<file path="config.mk">
export PLATFORM = sky130hd
export DESIGN_NAME = framebuffer_scan_reader
export DESIGN_NICKNAME = d
export VERILOG_FILES = /design/src/rtl/framebuffer_scan_reader.sv
export SDC_FILE = /design/constraint.sdc
export NUM_CORES = 1
export LEC_CHECK = 0
export BUFFER_PORTS_ARGS = -buffer_cell sky130_fd_sc_hd__buf_4
export CORE_ASPECT_RATIO = 1.5
export CORE_MARGIN = 3
export CORE_UTILIZATION = 44
export CTS_CLUSTER_DIAMETER = 80
export DETAILED_ROUTE_END_ITERATION = 12
export PLACE_DENSITY_LB_ADDON = 0.05
export SYNTH_ARGS = -nofsm -noshare
export SYNTH_HDL_FRONTEND = slang
export SYNTH_SLANG_ARGS = --single-unit
</file>
<file path="constraint.sdc">
create_clock -name clk -period 2.8 [get_ports clk]
set_input_delay 0.14 -clock clk [delete_from_list [all_inputs] [get_ports clk]]
set_output_delay 0.14 -clock clk [all_outputs]
set_load 0.1 [all_outputs]
</file>
<file path="src/rtl/framebuffer_scan_reader.sv">
`default_nettype none
// ============================================================================
// Module   : framebuffer_scan_reader
// Purpose  : Raster-order frame reader over a fixed-latency BRAM port, with a
//            credit-limited prefetch FIFO feeding an x/y-tagged pixel stream.
// Revision : 1.0 - initial release
// ============================================================================
module framebuffer_scan_reader #(
  parameter int FRAME_WIDTH  = 512,
  parameter int FRAME_HEIGHT = 384,
  parameter int ADDR_BITS    = 18,
  parameter int DATA_WIDTH   = 16,
  parameter int READ_LATENCY = 2,
  parameter int DEPTH        = READ_LATENCY + 2
) (
  input  logic                  clk,
  input  logic                  rst,
  input  logic                  start,
  output logic                  busy,
  output logic                  done,
  output logic                  rd_en,
  output logic [ADDR_BITS-1:0]  rd_addr,
  input  logic [DATA_WIDTH-1:0] rd_data,
  output logic                  pix_valid,
  input  logic                  pix_ready,
  output logic [DATA_WIDTH-1:0] pix_data,
  output logic [15:0]           pix_x,
  output logic [15:0]           pix_y,
  output logic                  pix_eol,
  output logic                  pix_last
);

  localparam int c_ptr_w = (DEPTH > 1) ? $clog2(DEPTH) : 1;
  localparam int c_cnt_w = $clog2(DEPTH + 1);

  localparam logic [15:0]          c_x_max   = 16'(FRAME_WIDTH - 1);
  localparam logic [15:0]          c_y_max   = 16'(FRAME_HEIGHT - 1);
  localparam logic [ADDR_BITS-1:0] c_fw_a    = ADDR_BITS'(FRAME_WIDTH);
  localparam logic [c_ptr_w-1:0]   c_ptr_max = c_ptr_w'(DEPTH - 1);
  localparam logic [c_cnt_w-1:0]   c_depth   = c_cnt_w'(DEPTH);
  localparam logic [c_cnt_w-1:0]   c_one     = c_cnt_w'(1);

  typedef enum logic [1:0] {
    ST_IDLE  = 2'd0,
    ST_READ  = 2'd1,
    ST_DRAIN = 2'd2,
    ST_DONE  = 2'd3
  } state_t;

  state_t                  r_state;
  state_t                  w_state_next;

  logic [15:0]             r_rx;
  logic [15:0]             r_ry;
  logic [15:0]             r_ox;
  logic [15:0]             r_oy;

  // Reads in flight plus entries already buffered; bounded by DEPTH.
  logic [c_cnt_w-1:0]      r_outstanding;
  logic [c_cnt_w-1:0]      r_fifo_cnt;
  logic [READ_LATENCY-1:0] r_vld_sr;
  logic [DATA_WIDTH-1:0]   r_mem [DEPTH];
  logic [c_ptr_w-1:0]      r_wr_ptr;
  logic [c_ptr_w-1:0]      r_rd_ptr;

  logic                    w_issue;
  logic                    w_pop;
  logic                    w_push;
  logic                    w_last_rd;
  logic                    w_start_ok;

  function automatic logic [c_ptr_w-1:0] f_ptr_inc(input logic [c_ptr_w-1:0] p);
    return (p == c_ptr_max) ? '0 : p + c_ptr_w'(1);
  endfunction

  assign w_start_ok = (r_state == ST_IDLE) && start;
  assign w_pop      = pix_valid && pix_ready;
  assign w_push     = r_vld_sr[READ_LATENCY-1];
  assign w_last_rd  = (r_rx == c_x_max) && (r_ry == c_y_max);
  // A pop this cycle frees a slot, so a full buffer can still issue.
  assign w_issue    = (r_state == ST_READ) && ((r_outstanding < c_depth) || w_pop);

  assign rd_en     = w_issue;
  assign rd_addr   = ADDR_BITS'(r_ry) * c_fw_a + ADDR_BITS'(r_rx);

  assign busy      = (r_state != ST_IDLE);
  assign done      = (r_state == ST_DONE);
  assign pix_valid = (r_fifo_cnt != '0);
  assign pix_data  = r_mem[r_rd_ptr];
  assign pix_x     = r_ox;
  assign pix_y     = r_oy;
  assign pix_eol   = (r_ox == c_x_max);
  assign pix_last  = (r_ox == c_x_max) && (r_oy == c_y_max);

  always_comb begin
    w_state_next = r_state;
    case (r_state)
      ST_IDLE:  if (start) w_state_next = ST_READ;
      ST_READ:  if (w_issue && w_last_rd) w_state_next = ST_DRAIN;
      // Looking through the current pop lets done follow the last beat directly.
      ST_DRAIN: if ((r_outstanding == '0) || ((r_outstanding == c_one) && w_pop))
                  w_state_next = ST_DONE;
      ST_DONE:  w_state_next = ST_IDLE;
      default:  w_state_next = ST_IDLE;
    endcase
  end

  always_ff @(posedge clk) begin
    if (rst) begin
      r_state       <= ST_IDLE;
      r_rx          <= '0;
      r_ry          <= '0;
      r_ox          <= '0;
      r_oy          <= '0;
      r_outstanding <= '0;
      r_fifo_cnt    <= '0;
      r_vld_sr      <= '0;
      r_wr_ptr      <= '0;
      r_rd_ptr      <= '0;
    end else begin
      r_state       <= w_state_next;
      r_vld_sr      <= (r_vld_sr << 1) | READ_LATENCY'(w_issue);
      r_outstanding <= r_outstanding + c_cnt_w'(w_issue) - c_cnt_w'(w_pop);
      r_fifo_cnt    <= r_fifo_cnt + c_cnt_w'(w_push) - c_cnt_w'(w_pop);

      if (w_push) r_wr_ptr <= f_ptr_inc(r_wr_ptr);
      if (w_pop)  r_rd_ptr <= f_ptr_inc(r_rd_ptr);

      if (w_start_ok) begin
        r_rx <= '0;
        r_ry <= '0;
      end else if (w_issue) begin
        if (r_rx == c_x_max) begin
          r_rx <= '0;
          r_ry <= (r_ry == c_y_max) ? '0 : r_ry + 16'd1;
        end else begin
          r_rx <= r_rx + 16'd1;
        end
      end

      if (w_start_ok) begin
        r_ox <= '0;
        r_oy <= '0;
      end else if (w_pop) begin
        if (r_ox == c_x_max) begin
          r_ox <= '0;
          r_oy <= (r_oy == c_y_max) ? '0 : r_oy + 16'd1;
        end else begin
          r_ox <= r_ox + 16'd1;
        end
      end
    end
  end

  // Storage needs no reset; occupancy is governed by the counters above.
  always_ff @(posedge clk) begin
    if (w_push) r_mem[r_wr_ptr] <= rd_data;
  end

endmodule
`default_nettype wire

</file>
==> results of run 1 <==
==> final cells by class <==
class	count	area, um2
Inverter	21	78.8
Clock inverter	15	175
Sequential cell	144	3520
Timing Repair Buffer	119	946
Tap cell	196	245
Multi-Input combinational cell	387	2870
Clock buffer	17	425
Fill cell	1299	6330
==> per-stage QoR <==
stage / utilization [%] / TNS [ns] / hold slack, ns / setup WS (ns)
4_1_cts: 56.5 / 0 / 0.0196 / 0.0132
6_report: 56.6 / 0 / 0.0338 / 0.143
3_3_place_gp: 51.1 / 0 / 0.340 / 0.145
2_1_floorplan: - / -0.0834 / 0.239 / -0.0834
5_1_grt: 56.6 / 0 / 0.0406 / 0.0325
3_5_place_dp: 51.1 / 0 / 0.344 / 0.128
==> sequential cells by signal, summed over array words and instances (netlist names), named ones only <==
signal	cells
r_mem	64
pix_x	16
pix_y	16
r_rx	16
r_ry	16
r_fifo_cnt	3
r_outstanding	3
r_rd_ptr	2
r_state	2
r_vld_sr	2
r_wr_ptr	2
==> logic make-up (layout without fill, tap and decap cells) <==
| family | count (synthesis) | in the layout |
|---|---|---|
| compound gates | 36 | 36 |
| fa+ha+maj | 28 | 28 |
| xor+xnor | 68 | 68 |
| flops | 144 | 144 |
| buf+inv | 49 | 172 |
| mux | 18 | 18 |
| simple gates | 237 | 237 |
==> power groups by stage <==
stage | logic (W) | registers [W] | clock network (W)
after floorplan | 0.00141 | 0.00243 | 0
after global placement | 0.00174 | 0.00243 | 0
after detailed placement | 0.00178 | 0.00243 | 0
after CTS | 0.00181 | 0.00239 | 0.00233
after global routing | 0.00190 | 0.00240 | 0.00242
final | 0.00178 | 0.00239 | 0.00228
==> metal layers <==
layer	vias up	share of wire, %	GRT usage [%]
li1	2276	-	-
met1	2228	40	19.8
met2	82	55	31.9
met3	22	3.2	4.02
met4	0	2.4	7.96
met5	-	0	0
==> synth_stat cells, types with 3 or more instances <==
master / instances
sky130_fd_sc_hd__a21oi_1: 11
sky130_fd_sc_hd__and2_1: 9
sky130_fd_sc_hd__and3_1: 9
sky130_fd_sc_hd__and4_1: 6
sky130_fd_sc_hd__buf_2: 8
sky130_fd_sc_hd__buf_4: 9
sky130_fd_sc_hd__clkbuf_1: 9
sky130_fd_sc_hd__dfxtp_1: 80
sky130_fd_sc_hd__edfxtp_1: 64
sky130_fd_sc_hd__fa_1: 3
sky130_fd_sc_hd__ha_1: 25
sky130_fd_sc_hd__inv_1: 20
sky130_fd_sc_hd__mux4_2: 16
sky130_fd_sc_hd__nand2_1: 30
sky130_fd_sc_hd__nand3_1: 23
sky130_fd_sc_hd__nand4_1: 13
sky130_fd_sc_hd__nor2_1: 88
sky130_fd_sc_hd__nor2b_1: 6
sky130_fd_sc_hd__nor3_1: 24
sky130_fd_sc_hd__nor4_1: 12
sky130_fd_sc_hd__o21ai_0: 4
sky130_fd_sc_hd__or3_1: 4
sky130_fd_sc_hd__xnor2_1: 47
sky130_fd_sc_hd__xor2_1: 21
==> worst max-delay path, cell delays in order, from the launching register on <==
cell                      delay (ns)
sky130_fd_sc_hd__dfxtp_2        0.34
sky130_fd_sc_hd__ha_2           0.19
sky130_fd_sc_hd__fa_2           0.37
sky130_fd_sc_hd__a21o_1         0.17
sky130_fd_sc_hd__a21oi_2        0.17
sky130_fd_sc_hd__o21ai_2        0.10
sky130_fd_sc_hd__or4b_4         0.48
sky130_fd_sc_hd__nand3_2        0.09
sky130_fd_sc_hd__buf_12         0.17
==> worst max-delay path by stage <==
stage                        to  cells after the start     start  slack [ns]
global route        rd_addr[16]                      7  r_rx[10]        0.03
detailed placement  rd_addr[17]                      8   r_ry[0]        0.13
finish              rd_addr[17]                      8   r_ry[0]        0.14
global placement    rd_addr[17]                      8   r_ry[0]        0.14
floorplan              pix_last                      5  pix_y[3]       -0.08
CTS                 rd_addr[17]                      8   r_ry[0]        0.01
==> timing repair <==
item,CTS,global route
pin swaps,1,2
setup buffers,1,1
endpoints found under the hold margin,64,0
setup endpoints to repair,1,2
resized for setup,9,2
cloned,0,0
hold buffers,16,0
==> impl_summary.txt, run 1 <==
----------------------------------------------------
[CTS]
  Clock transition at the registers of the reported paths ... 0.07 ns
  Clock net sink count ... 144
  Depth of the CTS H-tree ... 4
  Clock tree from TritonCTS ... yes
  Num CTS Buffers ... 17
  Root Buffer Master ... sky130_fd_sc_hd__clkbuf_16
  Buffers from clock root to sink, at most ... 2
  Clock insertion delay at the later pin of the skew report ... 0.42 ns

[Logic synthesis]
  Prevailing post-synth register cell ... sky130_fd_sc_hd__dfxtp_1
  Fraction of synthesized cell area taken by the top area cell type ... 29.3%
  Proportion of register bits with asynchronous set or reset after synthesis ... 0%
  Synth area leader ... sky130_fd_sc_hd__edfxtp_1
  Synthesized-area fraction occupied by ao, oa, aoi and oai cells ... 4.02%
  Part of the Yosys area used for sequential elements ... 53.6%
  Post-synthesis net count ... 628
  Unique masters post-synth ... 55
  Count of flip-flops with a built-in enable after synthesis ... 64
  Share of cell area taken by muxes after synthesis ... 5.79%
  Cell area after synthesis ... 6570 um2
  Leading post-synthesis cells by cell area ... sky130_fd_sc_hd__edfxtp_1 29%, sky130_fd_sc_hd__dfxtp_1 24%, sky130_fd_sc_hd__xnor2_1 6.3%, sky130_fd_sc_hd__mux4_2 5.5%, sky130_fd_sc_hd__nor2_1 5.0%
  Mean post-synth cell area ... 11.3 um2
  Synth Area in Adders ... 5.68%
  Yosys warns ... 0
  Number of standard cells after synthesis ... 580
  #FFs+latches synth ... 144
  Largest family of logic cells by synthesized area ... simple AND/OR/NAND/NOR gates
  Simple-Gate Fraction of Synth Area ... 18.2%
  Xor and xnor area share after synthesis ... 9.07%

[Drt]
  Total detailed-routing wirelength ... 13,900 um
  Number of DRC markers after the initial detailed-route iteration ... 212
  Post-DR vias/cell ... 5.13
  Number of antenna-violating nets in the routed design ... 0
  Vias ... 4,608
  Final routed DRC violation total ... 0
  TritonRoute pass-1 iters ... 4
  Final routed wire length divided by cell count ... 15.5 um

[STA]
  Maximum clock skew at final layout ... 0.0125 ns
  Normalized max-slew margin ... 42.3%
  Total count of hold-check failures in the final report ... 0
  Shortest clock period the worst path allows after layout ... 2.66 ns
  Timing-limited maximum frequency ... 0.376 GHz
  Unrepaired setup endpoints after global routing ... false
  Final critical-path share of the clock period ... 94.9%
  Setup Viol. Count Final ... 0
  Slew at the pin closest to its max-slew limit ... 0.866 ns
  Final Slew Violations ... 0

[Layout]
  Final instance area ... 8270 um2
  Area growth syn-to-layout ... 25.9%
  Diode insertion count for antenna repair ... 0
  Total Nets Final ... 738
  Non-filler instance count after layout ... 899
  Layout cells sized above 1 ... 25.0%
  Most frequent cells in the layout ... 102 x sky130_fd_sc_hd__buf_4, 87 x sky130_fd_sc_hd__nor2_1, 79 x sky130_fd_sc_hd__dfxtp_1
  Commonest non-fill, non-tap cell in the layout ... sky130_fd_sc_hd__buf_4

[Global routing]
  Wire length of the first global-routing pass ... 23,200 um
  Remaining Overflow, GRT ... 0
  Largest net degree at the start of global routing ... 19
  GRT Total Usage ... 17.7%
  Vias in the first global route ... 4,710
  Initial antenna violation count ... 0

[Worst setup path]
  FF-to-FF path depth ... 10
  Required time of the worst setup path ... 2.66 ns
  Crit Reg-Reg Endpoint ... r_fifo_cnt[2]
  Setup slack of the worst register-to-register path ... 0.50 ns
  Start of the worst register-to-register path ... r_fifo_cnt[1]
  Data arrival at the endpoint of the critical path ... 2.52 ns
  Sort of element at the start of the critical path ... flop
  Critical Path Fanout Max ... 4
  Category of the critical setup timing path ... flop to output pin
  Crit. End Element ... output pin

[Floorplan]
  Top-level port count ... 92
  Standard cell core area ... 14,600 um2
  Vertical die dimension ... 156 um
  Num rows ... 54
  Effective utilization at floorplan ... 45.0%
  Die span in x ... 106 um
  Area of the die ... 16,500 um2

[Power]
  P per Cell Area ... 780 nW/um2
  Pint ... 0.00415 W
  Overall power ... 0.00645 W
  Worst ir drop on vdd ... 0.000439 V
  Switching power ... 0.00229 W
  Share of total power in the clock network ... 35.3%
  Combinational share of power ... 27.6%
  Sequential Power Share ... 37.0%
  Fraction of power spent switching nets ... 35.6%
  Leakage ... 3.03 nW

[Placement]
  Placer congestion estimate ... 0.782
  Placed cell area ... 7450 um2
  Placed Instances ... 849
  Post-detail-place hpwl ... 9850 um
  Port Buffers ... 91

[Worst hold path]
  Hold crit path type ... input port to flop
  Hold path startpoint ... rst
  Endpoint, Worst Hold ... r_outstanding[1]
  Cell depth of the worst hold path ... 2

[Run status]
  Result of the run ... completed

[Flow run]
  Max-cap violation count ... 0

----------------------------------------------------
Power figures use the tool's default switching activity.
==> run 2: changes to the inputs <==
CORE_ASPECT_RATIO = not set   (was 1.5)
SLEW_MARGIN = 40   (was not set)
==> run 2 against run 1 <==
  * Maximum frequency decreased by 0.15%
  * Critical path type unchanged
  * Clock power decreased by 8%
  * Highest routed layer unchanged
  * Die area down 0.18%
==> impl_summary.txt, run 2 (same netlist as run 1, synthesis figures left out) <==
----------------------------------------------------
[STA]
  Shortest clock period the worst path allows after layout ... 2.66 ns (+0.00387 ns)
  Final critical-path share of the clock period ... 95.0% (+0.14 points)
  Unrepaired setup endpoints after global routing ... false
  Total count of hold-check failures in the final report ... 0 (unchanged)
  Final Slew Violations ... 0 (unchanged)
  Final-layout worst hold slack ... 0.0340 ns (+0.000256 ns)
  Setup TNS Final ... 0 ns (unchanged)
  Setup Viol. Count Final ... 0 (unchanged)
  Normalized max-slew margin ... 55.0% (+13 points)
  Maximum clock skew at final layout ... 0.00795 ns (-0.00454 ns)
  Timing-limited maximum frequency ... 0.376 GHz (-0.15%)
  Slew at the pin closest to its max-slew limit ... 0.674 ns (-0.192 ns)

[Power]
  Fraction of power spent switching nets ... 35.7% (+0.13 points)
  Leakage ... 3.01 nW (-0.49%)
  Combinational share of power ... 28.6% (+1.0 points)
  P per Cell Area ... 760 nW/um2 (-2.6%)
  Switching power ... 0.00224 W (-2.6%)
  Share of total power in the clock network ... 33.5% (-1.8 points)
  Worst ir drop on vdd ... 0.000408 V (-7.0%)
  Sequential Power Share ... 37.9% (+0.9 points)
  Pint ... 0.00402 W (-3.2%)

[Worst setup path]
  Sort of element at the start of the critical path ... flop
  Setup slack of the worst register-to-register path ... 0.54 ns (+0.04 ns)
  Slowest cell on the critical path ... sky130_fd_sc_hd__or4b_4
  Required time of the worst setup path ... 2.66 ns (about the same)
  Data arrival at the endpoint of the critical path ... 2.52 ns (about the same)
  Setup crit start ... r_ry[0]
  Crit. End Element ... output pin
  Series of cell instances along the critical path ... ha_4, fa_2, a21o_1, a21oi_2, o21ai_2, or4b_4, nand3_2, buf_12
  Start of the worst register-to-register path ... r_fifo_cnt[1]
  CP max stage delay ... 0.49 ns (about the same)
  Critical Path Fanout Max ... 4 (unchanged)
  Category of the critical setup timing path ... flop to output pin
  FF-to-FF path depth ... 10 (unchanged)
  Crit Reg-Reg Endpoint ... r_fifo_cnt[2]

[Floorplan]
  Vertical die dimension ... 128 um (-18%)
  Die span in x ... 128 um (+21%)
  Num rows ... 44 (-19%)
  Top-level port count ... 92 (unchanged)
  Standard cell core area ... 14,600 um2 (about the same)
  Area of the die ... 16,400 um2 (-0.18%)
  Effective utilization at floorplan ... 45.0% (about the same)

[CTS]
  Clock transition at the registers of the reported paths ... 0.06 ns (about the same)
  Clock insertion delay at the later pin of the skew report ... 0.42 ns (about the same)
  Num CTS Buffers ... 17 (unchanged)
  Buffers from clock root to sink, at most ... 2 (unchanged)
  Clock net sink count ... 144 (unchanged)
  Depth of the CTS H-tree ... 4 (unchanged)
  Root Buffer Master ... sky130_fd_sc_hd__clkbuf_16
  Clock tree from TritonCTS ... yes

[Drt]
  Number of antenna-violating nets in the routed design ... 0 (unchanged)
  Final routed DRC violation total ... 0 (unchanged)
  Post-DR vias/cell ... 5.17 (+0.88%)
  Total detailed-routing wirelength ... 13,800 um (-0.75%)
  TritonRoute pass-1 iters ... 5 (+1)
  Vias ... 4,602 (-0.13%)
  Number of DRC markers after the initial detailed-route iteration ... 185 (-13%)
  Final routed wire length divided by cell count ... 15.5 um (+0.26%)

[Layout]
  Area growth syn-to-layout ... 25.4%
  Number of inserted filler cells in the final layout ... 1,264 (-2.7%)
  Register with the most flip-flops ... r_mem
  Non-filler instance count after layout ... 890 (-1.0%)
  Final Util ... 56.4% (-0.20 points)
  Commonest non-fill, non-tap cell in the layout ... sky130_fd_sc_hd__buf_4
  Layout cells sized above 1 ... 24.9% (-0.11 points)
  Total Nets Final ... 741 (+0.41%)
  Number of flip-flops in the largest register ... 64 (unchanged)
  Diode insertion count for antenna repair ... 0 (unchanged)
  Most frequent cells in the layout ... 104 x sky130_fd_sc_hd__buf_4, 87 x sky130_fd_sc_hd__nor2_1, 79 x sky130_fd_sc_hd__dfxtp_1

[Flow run]
  Max-cap violation count ... 0 (unchanged)

[Global routing]
  Wire length of the first global-routing pass ... 22,500 um (-3.0%)
  Initial antenna violation count ... 0 (unchanged)
  Vias in the first global route ... 4,520 (-4.0%)
  Largest net degree at the start of global routing ... 19 (unchanged)
  Remaining Overflow, GRT ... 0 (unchanged)
  GRT Total Usage ... 17.4% (-0.26 points)

[Worst hold path]
  Hold path startpoint ... rst
  Hold crit path type ... input port to flop
  Endpoint, Worst Hold ... r_fifo_cnt[1]
  Cell depth of the worst hold path ... 2 (unchanged)

[Run status]
  Result of the run ... completed

[Placement]
  Placed Instances ... 840 (-1.1%)
  Placer congestion estimate ... 0.796 (+1.7%)
  Port Buffers ... 91 (unchanged)
  Post-detail-place hpwl ... 9510 um (-3.4%)

----------------------------------------------------
run 2: cell types whose count changed in the layout (fill, tap and decap cells not counted), sizes merged:
cell      change
clkinvlp      +1
bufinv        -2
inv           -4
clkbuf        +4
buf           +3
clkinv        +1
run 2: power by group through the flow:
stage	Combinational [W]	Clock, W	Sequential [W]
after floorplan	0.00141	0	0.00243
after global placement	0.00175	0	0.00241
after detailed placement	0.00179	0	0.00242
after CTS	0.00181	0.00215	0.00237
after global routing	0.00192	0.00224	0.00238
final	0.00179	0.00210	0.00237
run 2: critical path: cells and delay by family (launching register included):
family,cells,cell delay [ns]
AO/OA/AOI/OAI,3,0.44
adder cells (fa/ha/maj),2,0.53
AND/OR/NAND/NOR,2,0.60
flip-flops,1,0.36
buffers and inverters,1,0.17
run 2: worst max path at each step:
stage | endpoint | cells after the start | slack [ns]
4_1_cts | rd_addr[17] | 8 | 0.13
6_report | rd_addr[17] | 8 | 0.14
5_1_grt | rd_addr[16] | 7 | 0.01
3_3_place_gp | rd_addr[17] | 8 | 0.17
3_5_place_dp | rd_addr[17] | 8 | 0.13
2_1_floorplan | pix_last | 5 | -0.08
run 2: layer usage:
layer  routed length, um  share of wire (%)  track usage (%)
met4                 125               0.90             5.99
met3                 590                4.3             4.83
met2                6780                 49             28.2
met1                6340                 46             22.6
met5                   0                  0                0
run 2: final cells by class:
type                    count  area, um2  area share [%]
clock buffers              21        472            5.73
clock inverters            11       81.3           0.988
inverters                  21       78.8           0.957
multi-input cells         387       2870            34.9
flip-flops and latches    144       3530            42.8
well taps                 184        230            2.80
repair buffers            122        972            11.8
run 2: repair_timing:
action,in CTS,in global routing
hold buffers,16,0
gates cloned,0,0
gates resized for setup,12,1
endpoints found under the setup margin,1,1
setup buffers,2,0
endpoints found under the hold margin,64,0
pin swaps,5,0
run 2: through the flow:
step,setup WS (ns),area [um2],total power [W]
floorplan,-0.0834,6610,0.00385
global placement,0.168,7460,0.00416
detailed placement,0.130,7460,0.00421
CTS,0.125,8230,0.00633
global route,0.0127,8230,0.00655
finish,0.140,8230,0.00625
==> run 3: changes to the inputs <==
CTS_CLUSTER_DIAMETER = 150   (was 80)
SETUP_SLACK_MARGIN = 0.15   (was not set)
==> run 3 against run 2 <==
  * Worst setup slack better by 0.028 ns
  * Sequential share of layout area is 0.27 points lower
  * Final cell count stayed put
  * Utilization is 0.35 points higher
  * Clock-buffer cell count is 4 lower
==> impl_summary.txt, run 3 (same netlist as run 1, synthesis figures left out) <==
----------------------------------------------------
[Power]
  Overall power ... 0.00630 W (+0.70%)
  P per Cell Area ... 760 nW/um2 (about the same)
  Leakage ... 3.06 nW (+1.7%)
  Worst ir drop on vdd ... 0.000553 V (+35%)

[Floorplan]
  Standard cell core area ... 14,600 um2 (unchanged)
  Area of the die ... 16,400 um2 (unchanged)
  Top-level port count ... 92 (unchanged)
  Vertical die dimension ... 128 um (unchanged)
  Num rows ... 44 (unchanged)
  Effective utilization at floorplan ... 45.0% (unchanged)
  Die span in x ... 128 um (unchanged)

[Layout]
  Most frequent cells in the layout ... 103 x sky130_fd_sc_hd__buf_4, 87 x sky130_fd_sc_hd__nor2_1, 77 x sky130_fd_sc_hd__dfxtp_1
  Commonest non-fill, non-tap cell in the layout ... sky130_fd_sc_hd__buf_4
  Total Nets Final ... 741 (unchanged)
  Register with the most flip-flops ... r_mem
  Number of flip-flops in the largest register ... 64 (unchanged)
  Area growth syn-to-layout ... 26.2%
  Layout cells sized above 1 ... 26.1% (+1.1 points)
  Diode insertion count for antenna repair ... 0 (unchanged)

[Global routing]
  Wire length of the first global-routing pass ... 22,900 um (+2.0%)
  Vias in the first global route ... 4,577 (+1.3%)
  Largest net degree at the start of global routing ... 19 (unchanged)
  Remaining Overflow, GRT ... 0 (unchanged)
  GRT Total Usage ... 17.8% (+0.35 points)
  Initial antenna violation count ... 0 (unchanged)

[STA]
  Final-layout worst hold slack ... 0.0332 ns (-0.000772 ns)
  Maximum clock skew at final layout ... 0.0210 ns (+0.0131 ns)
  Slew at the pin closest to its max-slew limit ... 0.794 ns (+0.120 ns)
  Normalized max-slew margin ... 45.7% (-9.3 points)
  Final critical-path share of the clock period ... 94.0% (-0.99 points)
  Unrepaired setup endpoints after global routing ... true
  Timing-limited maximum frequency ... 0.380 GHz (+1.1%)
  Final Slew Violations ... 0 (unchanged)
  Total count of hold-check failures in the final report ... 0 (unchanged)
  Shortest clock period the worst path allows after layout ... 2.63 ns (-0.0277 ns)
  Setup Viol. Count Final ... 0 (unchanged)

[CTS]
  Num CTS Buffers ... 17 (unchanged)
  Clock transition at the registers of the reported paths ... 0.06 ns (about the same)
  Clock net sink count ... 144 (unchanged)
  Depth of the CTS H-tree ... 4 (unchanged)
  Buffers from clock root to sink, at most ... 2 (unchanged)
  Clock insertion delay at the later pin of the skew report ... 0.43 ns (about the same)
  Root Buffer Master ... sky130_fd_sc_hd__clkbuf_16
  Clock tree from TritonCTS ... yes

[Run status]
  Result of the run ... completed

[Flow run]
  Max-cap violation count ... 0 (unchanged)

[Drt]
  Total detailed-routing wirelength ... 13,900 um (+0.52%)
  Final routed DRC violation total ... 0 (unchanged)
  Number of antenna-violating nets in the routed design ... 0 (unchanged)
  Final routed wire length divided by cell count ... 15.6 um (+0.52%)
  TritonRoute pass-1 iters ... 5 (unchanged)
  Post-DR vias/cell ... 5.13 (-0.74%)
  Number of DRC markers after the initial detailed-route iteration ... 275 (+49%)
  Vias ... 4,568 (-0.74%)

[Worst setup path]
  Worst setup path end ... rd_addr[17]
  Start of the worst register-to-register path ... r_fifo_cnt[1]
  Setup slack of the worst register-to-register path ... 0.55 ns (about the same)
  Category of the critical setup timing path ... flop to output pin
  Critical Path Fanout Max ... 2 (-2)
  Required time of the worst setup path ... 2.66 ns (about the same)
  FF-to-FF path depth ... 10 (unchanged)
  Crit. End Element ... output pin
  Setup crit start ... r_ry[0]
  Sort of element at the start of the critical path ... flop
  Crit Reg-Reg Endpoint ... r_fifo_cnt[2]
  Data arrival at the endpoint of the critical path ... 2.49 ns (-0.03 ns)

[Placement]
  Placer congestion estimate ... 0.780 (-2.1%)
  Post-detail-place hpwl ... 9480 um (-0.31%)
  Port Buffers ... 91 (unchanged)

[Worst hold path]
  Hold crit path type ... input port to flop

----------------------------------------------------
run 3: area by class of cell:
class | instances | area, um2
fillers | 1257 | 6300
flip-flops and latches | 144 | 3530
multi-input cells | 387 | 2910
repair buffers | 122 | 976
clock buffers | 17 | 425
well taps | 184 | 230
clock inverters | 15 | 135
inverters | 21 | 78.8
run 3: per-layer routing:
layer  global-route usage [%]  vias up  routed length [um]
met5                        0        -                   0
met4                     6.12        0                 149
met3                     4.79       11                 578
met2                     28.7       86                6640
met1                     23.2     2190                6530
li1                         -     2281                   -
run 3: where the power goes:
group	total [W]	internal, W	switching, W	leakage, nW
clock	0.00214	0.00123	0.000911	0.271
combinational	0.00179	0.000513	0.00127	1.57
sequential	0.00237	0.00229	0.0000789	1.22
total	0.00630	0.00404	0.00226	3.06
run 3: repair_timing:
action                                  4_1_cts  5_1_grt
endpoints found under the setup margin        3        3
hold endpoints to repair                     64        0
resized for setup                            11        6
hold buffers                                 16        0
buffers inserted                              3        1
pin swaps                                     5        5
run 3: critical path: stages, from the launching register on:
cell and delay (ns):
sky130_fd_sc_hd__dfxtp_2 0.34, sky130_fd_sc_hd__ha_4 0.16, sky130_fd_sc_hd__fa_2 0.34, sky130_fd_sc_hd__a21o_1 0.20, sky130_fd_sc_hd__a21oi_2 0.18, sky130_fd_sc_hd__o21ai_2 0.09
sky130_fd_sc_hd__or4b_4 0.49, sky130_fd_sc_hd__nand3_4 0.08, sky130_fd_sc_hd__buf_12 0.17
run 3: worst min path at each step:
stage,startpoint,to,cells after the start
2_1_floorplan,rd_data[0],r_mem[0][0],0
3_3_place_gp,rd_data[4],r_mem[3][4],1
3_5_place_dp,rd_data[0],r_mem[2][0],1
4_1_cts,rst,r_fifo_cnt[1],2
5_1_grt,rst,r_fifo_cnt[1],2
6_report,rst,r_vld_sr[0],2
run 3: through the flow:
step / util [%] / cells / instance area [um2] / setup TNS (ns) / setup slack [ns]
floorplan: - / 580 / 6630 / -0.0834 / -0.0834
global placement: 51.2 / 838 / 7470 / 0 / 0.222
detailed placement: 51.2 / 838 / 7470 / 0 / 0.166
CTS: 56.6 / 889 / 8260 / 0 / 0.0418
global route: 56.8 / 890 / 8290 / 0 / 0.0756
finish: 56.8 / 890 / 8290 / 0 / 0.167
